[config.mk]
export PLATFORM = sky130hd
export DESIGN_NAME = axi4l_master_flat
export DESIGN_NICKNAME = d
export VERILOG_FILES = /design/src/rtl/axi4l_pkg.sv /design/src/rtl/axi4l_if.sv /design/src/rtl/axi4l_master.sv /design/src/flat_wrapper.sv
export SDC_FILE = /design/constraint.sdc
export NUM_CORES = 1
export LEC_CHECK = 0
export ABC_AREA = 1
export BUFFER_PORTS_ARGS = -buffer_cell sky130_fd_sc_hd__clkbuf_2
export CORE_ASPECT_RATIO = 0.9
export CORE_MARGIN = 2
export CORE_UTILIZATION = 48
export CTS_BUF_LIST = sky130_fd_sc_hd__clkbuf_8 sky130_fd_sc_hd__clkbuf_16
export DETAILED_ROUTE_END_ITERATION = 10
export HOLD_SLACK_MARGIN = 0.1
export PLACE_DENSITY_LB_ADDON = 0.25
export SLEW_MARGIN = 20
export SYNTH_ARGS = -nofsm -noshare
export SYNTH_HDL_FRONTEND = slang
export SYNTH_SLANG_ARGS = --single-unit
export TNS_END_PERCENT = 10
[constraint.sdc]
create_clock -name aclk -period 2.5 [get_ports aclk]
set_input_delay 0.125 -clock aclk [delete_from_list [all_inputs] [get_ports aclk]]
set_output_delay 0.125 -clock aclk [all_outputs]
set_load 0.1 [all_outputs]
[src/rtl/axi4l_pkg.sv]
// Shared AXI4-Lite types (address, data, strobe, response code) and an address-alignment helper.
// Latency: not applicable (types and pure functions only).
// Backpressure: not applicable.
package axi4l_pkg;

  typedef logic [31:0] addr_t;
  typedef logic [31:0] data_t;
  typedef logic [3:0]  strb_t;

  typedef enum logic [1:0] {
    RESP_OKAY   = 2'b00,
    RESP_EXOKAY = 2'b01,
    RESP_SLVERR = 2'b10,
    RESP_DECERR = 2'b11
  } resp_t;

  // Clears the byte-lane bits so the bus only sees word addresses when enabled.
  function automatic addr_t align_word(input addr_t a, input bit en);
    return en ? {a[31:2], 2'b00} : a;
  endfunction

endpackage

[src/rtl/axi4l_if.sv]
// AXI4-Lite bundle (AW, W, B, AR, R) with clock and active-low reset carried alongside.
// Latency: none, wires only.
// Backpressure: standard per-channel valid/ready.
interface axi4l_if (
  input logic aclk,
  input logic aresetn
);
  import axi4l_pkg::*;

  addr_t awaddr;
  logic  awvalid;
  logic  awready;
  data_t wdata;
  strb_t wstrb;
  logic  wvalid;
  logic  wready;
  resp_t bresp;
  logic  bvalid;
  logic  bready;
  addr_t araddr;
  logic  arvalid;
  logic  arready;
  data_t rdata;
  resp_t rresp;
  logic  rvalid;
  logic  rready;

  modport master (
    input  aclk, aresetn,
    output awaddr, awvalid, input awready,
    output wdata, wstrb, wvalid, input wready,
    input  bresp, bvalid, output bready,
    output araddr, arvalid, input arready,
    input  rdata, rresp, rvalid, output rready
  );

endinterface

[src/rtl/axi4l_master.sv]
// Single-outstanding AXI4-Lite initiator bridging a req/gnt core port; AXI4L_MASTER_FAST_RESP_EN drops the RESP state.
// Latency: grant->rvalid_o is 3 cycles with a ready responder (2 with AXI4L_MASTER_FAST_RESP_EN).
// Backpressure: gnt_o only in IDLE; AW/W/AR valids held with stable payload until each handshake.
module axi4l_master
  import axi4l_pkg::*;
#(
  parameter int unsigned ALIGN_ADDR = 1
) (
  axi4l_if.master     axi,
  input  logic        req_i,
  input  logic        we_i,
  input  logic [3:0]  be_i,
  input  logic [31:0] addr_i,
  input  logic [31:0] wdata_i,
  output logic        gnt_o,
  output logic        rvalid_o,
  output logic [31:0] rdata_o,
  output logic        err_o
);

`ifdef AXI4L_MASTER_FAST_RESP_EN
  typedef enum logic [2:0] {
    IDLE  = 3'd0,
    WADDR = 3'd1,
    WRESP = 3'd2,
    RADDR = 3'd3,
    RRESP = 3'd4
  } state_e;
`else
  typedef enum logic [2:0] {
    IDLE  = 3'd0,
    WADDR = 3'd1,
    WRESP = 3'd2,
    RADDR = 3'd3,
    RRESP = 3'd4,
    RESP  = 3'd5
  } state_e;
`endif

  state_e state_q, state_d;
  addr_t  addr_q, addr_d;
  strb_t  be_q, be_d;
  data_t  wdata_q, wdata_d;
  logic   aw_pend_q, aw_pend_d;
  logic   w_pend_q, w_pend_d;
`ifndef AXI4L_MASTER_FAST_RESP_EN
  data_t  rdata_q, rdata_d;
  logic   err_q, err_d;
`endif

  logic awvalid, wvalid, arvalid, bready, rready;

  // Payload is taken from the captured request, so it cannot move while a valid is up.
  assign axi.awvalid = awvalid;
  assign axi.awaddr  = addr_q;
  assign axi.wvalid  = wvalid;
  assign axi.wdata   = wdata_q;
  assign axi.wstrb   = be_q;
  assign axi.arvalid = arvalid;
  assign axi.araddr  = addr_q;
  assign axi.bready  = bready;
  assign axi.rready  = rready;

  // Next-state, request capture and channel handshakes; AW and W retire independently.
  always_comb begin
    state_d   = state_q;
    addr_d    = addr_q;
    be_d      = be_q;
    wdata_d   = wdata_q;
    aw_pend_d = aw_pend_q;
    w_pend_d  = w_pend_q;
    gnt_o     = 1'b0;
    awvalid   = (state_q == WADDR) && aw_pend_q;
    wvalid    = (state_q == WADDR) && w_pend_q;
    arvalid   = (state_q == RADDR);
    bready    = (state_q == WRESP);
    rready    = (state_q == RRESP);
`ifdef AXI4L_MASTER_FAST_RESP_EN
    rvalid_o  = 1'b0;
    rdata_o   = '0;
    err_o     = 1'b0;
`else
    rdata_d   = rdata_q;
    err_d     = err_q;
    rvalid_o  = (state_q == RESP);
    rdata_o   = rdata_q;
    err_o     = err_q;
`endif

    case (state_q)
      IDLE: begin
        if (req_i) begin
          gnt_o   = 1'b1;
          addr_d  = align_word(addr_i, ALIGN_ADDR != 0);
          be_d    = be_i;
          wdata_d = wdata_i;
          if (we_i) begin
            state_d   = WADDR;
            aw_pend_d = 1'b1;
            w_pend_d  = 1'b1;
          end else begin
            state_d = RADDR;
          end
        end
      end
      WADDR: begin
        if (awvalid && axi.awready) aw_pend_d = 1'b0;
        if (wvalid && axi.wready)   w_pend_d  = 1'b0;
        if (!aw_pend_d && !w_pend_d) state_d = WRESP;
      end
      WRESP: begin
        if (axi.bvalid) begin
`ifdef AXI4L_MASTER_FAST_RESP_EN
          rvalid_o = 1'b1;
          err_o    = (axi.bresp != RESP_OKAY);
          state_d  = IDLE;
`else
          rdata_d = '0;
          err_d   = (axi.bresp != RESP_OKAY);
          state_d = RESP;
`endif
        end
      end
      RADDR: begin
        if (axi.arready) state_d = RRESP;
      end
      RRESP: begin
        if (axi.rvalid) begin
`ifdef AXI4L_MASTER_FAST_RESP_EN
          rvalid_o = 1'b1;
          rdata_o  = axi.rdata;
          err_o    = (axi.rresp != RESP_OKAY);
          state_d  = IDLE;
`else
          rdata_d = axi.rdata;
          err_d   = (axi.rresp != RESP_OKAY);
          state_d = RESP;
`endif
        end
      end
`ifndef AXI4L_MASTER_FAST_RESP_EN
      RESP: state_d = IDLE;
`endif
      default: state_d = IDLE;
    endcase
  end

  // State and captured-request registers; reset abandons any transaction in flight.
  always_ff @(posedge axi.aclk or negedge axi.aresetn) begin
    if (!axi.aresetn) begin
      state_q   <= IDLE;
      addr_q    <= '0;
      be_q      <= '0;
      wdata_q   <= '0;
      aw_pend_q <= 1'b0;
      w_pend_q  <= 1'b0;
`ifndef AXI4L_MASTER_FAST_RESP_EN
      rdata_q   <= '0;
      err_q     <= 1'b0;
`endif
    end else begin
      state_q   <= state_d;
      addr_q    <= addr_d;
      be_q      <= be_d;
      wdata_q   <= wdata_d;
      aw_pend_q <= aw_pend_d;
      w_pend_q  <= w_pend_d;
`ifndef AXI4L_MASTER_FAST_RESP_EN
      rdata_q   <= rdata_d;
      err_q     <= err_d;
`endif
    end
  end

endmodule

[src/flat_wrapper.sv]
// flat-port wrapper written by rule: the top's interface ports become plain ports
module axi4l_master_flat import axi4l_pkg::*;
#(
  parameter int unsigned ALIGN_ADDR = 1
)
  (req_i, we_i, be_i, addr_i, wdata_i, gnt_o, rvalid_o, rdata_o, err_o, aclk, aresetn, axi_awaddr, axi_awvalid, axi_awready, axi_wdata, axi_wstrb, axi_wvalid, axi_wready, axi_bresp, axi_bvalid, axi_bready, axi_araddr, axi_arvalid, axi_arready, axi_rdata, axi_rresp, axi_rvalid, axi_rready);
  axi4l_if axi_i (.aclk(aclk), .aresetn(aresetn));
  input  logic req_i;
  input  logic we_i;
  input  logic [3:0] be_i;
  input  logic [31:0] addr_i;
  input  logic [31:0] wdata_i;
  output logic gnt_o;
  output logic rvalid_o;
  output logic [31:0] rdata_o;
  output logic err_o;
  input wire logic aclk;
  input wire logic aresetn;
  output wire logic [$bits(axi_i.awaddr)-1:0] axi_awaddr;
  output wire logic [$bits(axi_i.awvalid)-1:0] axi_awvalid;
  input wire logic [$bits(axi_i.awready)-1:0] axi_awready;
  output wire logic [$bits(axi_i.wdata)-1:0] axi_wdata;
  output wire logic [$bits(axi_i.wstrb)-1:0] axi_wstrb;
  output wire logic [$bits(axi_i.wvalid)-1:0] axi_wvalid;
  input wire logic [$bits(axi_i.wready)-1:0] axi_wready;
  input wire logic [$bits(axi_i.bresp)-1:0] axi_bresp;
  input wire logic [$bits(axi_i.bvalid)-1:0] axi_bvalid;
  output wire logic [$bits(axi_i.bready)-1:0] axi_bready;
  output wire logic [$bits(axi_i.araddr)-1:0] axi_araddr;
  output wire logic [$bits(axi_i.arvalid)-1:0] axi_arvalid;
  input wire logic [$bits(axi_i.arready)-1:0] axi_arready;
  input wire logic [$bits(axi_i.rdata)-1:0] axi_rdata;
  input wire logic [$bits(axi_i.rresp)-1:0] axi_rresp;
  input wire logic [$bits(axi_i.rvalid)-1:0] axi_rvalid;
  output wire logic [$bits(axi_i.rready)-1:0] axi_rready;
  assign axi_awaddr = axi_i.awaddr;
  assign axi_awvalid = axi_i.awvalid;
  assign axi_i.awready = axi_awready;
  assign axi_wdata = axi_i.wdata;
  assign axi_wstrb = axi_i.wstrb;
  assign axi_wvalid = axi_i.wvalid;
  assign axi_i.wready = axi_wready;
  assign axi_i.bresp = axi_bresp;
  assign axi_i.bvalid = axi_bvalid;
  assign axi_bready = axi_i.bready;
  assign axi_araddr = axi_i.araddr;
  assign axi_arvalid = axi_i.arvalid;
  assign axi_i.arready = axi_arready;
  assign axi_i.rdata = axi_rdata;
  assign axi_i.rresp = axi_rresp;
  assign axi_i.rvalid = axi_rvalid;
  assign axi_rready = axi_i.rready;
  axi4l_master #(.ALIGN_ADDR(ALIGN_ADDR)) u_core (.axi(axi_i), .req_i(req_i), .we_i(we_i), .be_i(be_i), .addr_i(addr_i), .wdata_i(wdata_i), .gnt_o(gnt_o), .rvalid_o(rvalid_o), .rdata_o(rdata_o), .err_o(err_o));
endmodule
==> impl_metrics.yaml <==
detailed_routing:
  num_vias: 4543
  drc: 0
  drt-total-wl_mm: 13.1
  wl_per_cell_um: 13.6
  via_per_inst: 4.73
  first_iter_violations: 242
  ant_nets: 0
  drtPass1Iterations: 4
worst_setup_path:
  critPathTopFamily: "buffers and inverters"
  start_kind: "flip-flop"
  slowest_stage: "dlygate4sd3_1"
  crit_path_max_incr_delay_ns: 0.58
  crit_required_ns: 2.80
  worstPathArrival_ns: 2.48
  worst-path-buf-inv: 3
  worst-path-max-fanout: 7
  critPathCaptureType: "flip-flop"
  path_class: "reg2reg"
  crit_chain: "nor2_4 -> inv_2 -> nor2_4 -> nand3_1 -> dlygate4sd3_1 -> nand2_1 -> dlygate4sd3_1"
finish:
  n_fill_cell: 644
  drive_gt1_frac: 0.328
  syn2layout_area_growth_pct: 51.9
  final_cells: 960
  final_cell_mix: "nand2_1, clkbuf_2, dlygate4sd3_1, dfrtp_1, nand3_1"
  nets: 946
  final_common_cell: "nand2_1"
  num_antenna_cells: 0
grt:
  grt_pass1_vias: 4409
  antenna_found_initial: 0
  grt_max_degree: 67
  track_usage: 0.258
  grt_first_pass_wirelength_mm: 20.7
  grt.overflow.total: 0
floorplan:
  initial_core_util: 0.492
  dieArea_um2: 10100
  io_pins: 253
  die_x_um: 106
  rows: 33
  core_um2: 9080
  die_y_um: 95.5
yosys:
  synthDistinctLibCells: 20
  synth_edf_count: 0
  ys_seq_area_frac: 0.582
  synth.avg_cell_area_um2: 8.56
  ys_ff_latch: 104
  ys_async_sr_fraction: 1.00
  syn_area_um2: 4470
  synthCells: 522
  yosysWarnings: 0
  ys.flop_type: "dfrtp_1"
clock_network:
  cts.reportedPaths.clkPinSlew_ns: 0.10
  cts-root-buf: "clkbuf_8"
  cts_tree: "built"
  clock_sinks: 104
  post_cts_resized: 0
  numCtsBuffers: 9
  htree_levels: 3
  cts_buffer_depth: 2
  clk_latency_ns: 0.36
timing:
  slew_viol_final: 0
  fin_hold_ws_ns: 0.157
  tns_ns: 0
  post-route-period-util: 0.871
  slew-limit-headroom: 0.556
  period_needed_ns: 2.18
  setup_ws_ns: 0.321
  finClkSkew_ns: 0.00669
  rsz0062_at_grt: "no"
  setup_violations: 0
  final-hold-violation-count: 0
  fmax_mhz: 459
  tightest_slew_ns: 0.666
place:
  port_buffers: 246
  hpwl_mm: 7.95
  dp_slack_ns: 0.708
  gp_congestion: 0.852
  dp_cells: 840
status:
  status: "completed"
run:
  drv_cap: 0
worst_hold_path:
  hp-class: "in2reg"
## metal layers
metal	GRT usage	wire, um	part of all wire	up-vias
met4	0.0844	289	0.022	0
li1	-	-	-	2181
met2	0.478	6880	0.53	195
met1	0.297	5000	0.38	2138
met5	0	0	0	-
met3	0.0608	920	0.070	29
## flip-flops by register name, summed over array words and instances (netlist names)
signal             cells
u_core.axi.wstrb       4
u_core.axi.wdata      32
u_core.aw_pend_q       1
u_core.err_o           1
u_core.rdata_o        32
u_core.axi.araddr     30
u_core.state_q         3
u_core.w_pend_q        1
## stage by stage
stage	util	area, um2
global route	0.747	6790
CTS	0.747	6790
finish	0.747	6790
global placement	0.607	5520
floorplan	-	4480
detailed placement	0.607	5520
## kinds of logic (layout without fill, tap and decap cells)
| kind of cell | after synthesis | in the layout | synth area share |
|---|---|---|---|
| AOI/OAI and AO/OA | 7 | 7 | 0.00896 |
| buffers and inverters | 72 | 385 | 0.106 |
| DFF | 104 | 104 | 0.582 |
| other | 1 | 4 | 0.000839 |
| and+or+nand+nor | 338 | 338 | 0.302 |
## repair_timing
| action | 4_1_cts | 5_1_grt |
|---|---|---|
| setup buffers | 0 | 0 |
| hold endpoints to repair | 143 | 0 |
| hold buffers | 104 | 0 |
## Yosys cell counts, types with 2 or more instances
cell type  instances  share of area
nand3_1           41          0.046
inv_2              4         0.0034
nand2_2            2         0.0028
buf_2             16          0.018
a21oi_1            2         0.0022
dfrtp_1          104           0.58
buf_4             35          0.059
buf_6              7          0.018
nand2_1          281           0.24
nor2_4             2         0.0050
nor2_1             9         0.0076
o21ai_0            3         0.0034
inv_1              9         0.0076
## worst paths after layout
path                                                from                          endpoint  slack, ns  cells past startpoint
max                        u_core.state_q[1]$_DFFE_PN0P_      u_core.aw_pend_q$_DFFE_PN0P_       0.32                      7
min                                         axi_rresp[0]          u_core.err_o$_DFFE_PN0P_       0.16                      4
max reg2reg                u_core.state_q[1]$_DFFE_PN0P_      u_core.aw_pend_q$_DFFE_PN0P_       0.32                      7
min reg2reg                u_core.rdata_o[5]$_DFFE_PN0P_     u_core.rdata_o[5]$_DFFE_PN0P_       0.48                      2
max in group asynchronous                        aresetn    u_core.rdata_o[14]$_DFFE_PN0P_       1.46                      3
min in group asynchronous                        aresetn  u_core.axi.araddr[6]$_DFFE_PN0P_       0.30                      2
## tightest hold or removal path, cell delays in order
cell	delay [ns]
clkbuf_2	0.08
nor2_1	0.10
o21a_1	0.12
o21ai_0	0.06
## cell type report
| type | count | area (um2) | share of cell area |
|---|---|---|---|
| tap | 122 | 153 | 0.0225 |
| inverter | 13 | 48.8 | 0.00719 |
| clock inverter | 5 | 80.1 | 0.0118 |
| multi-input combinational | 349 | 1400 | 0.207 |
| clock buffer | 11 | 151 | 0.0223 |
| timing repair buffer | 356 | 2350 | 0.346 |
| sequential | 104 | 2600 | 0.383 |
Power is not shown: default switching activity piles up to over one toggle a cycle in this logic, so the estimate is an artifact.
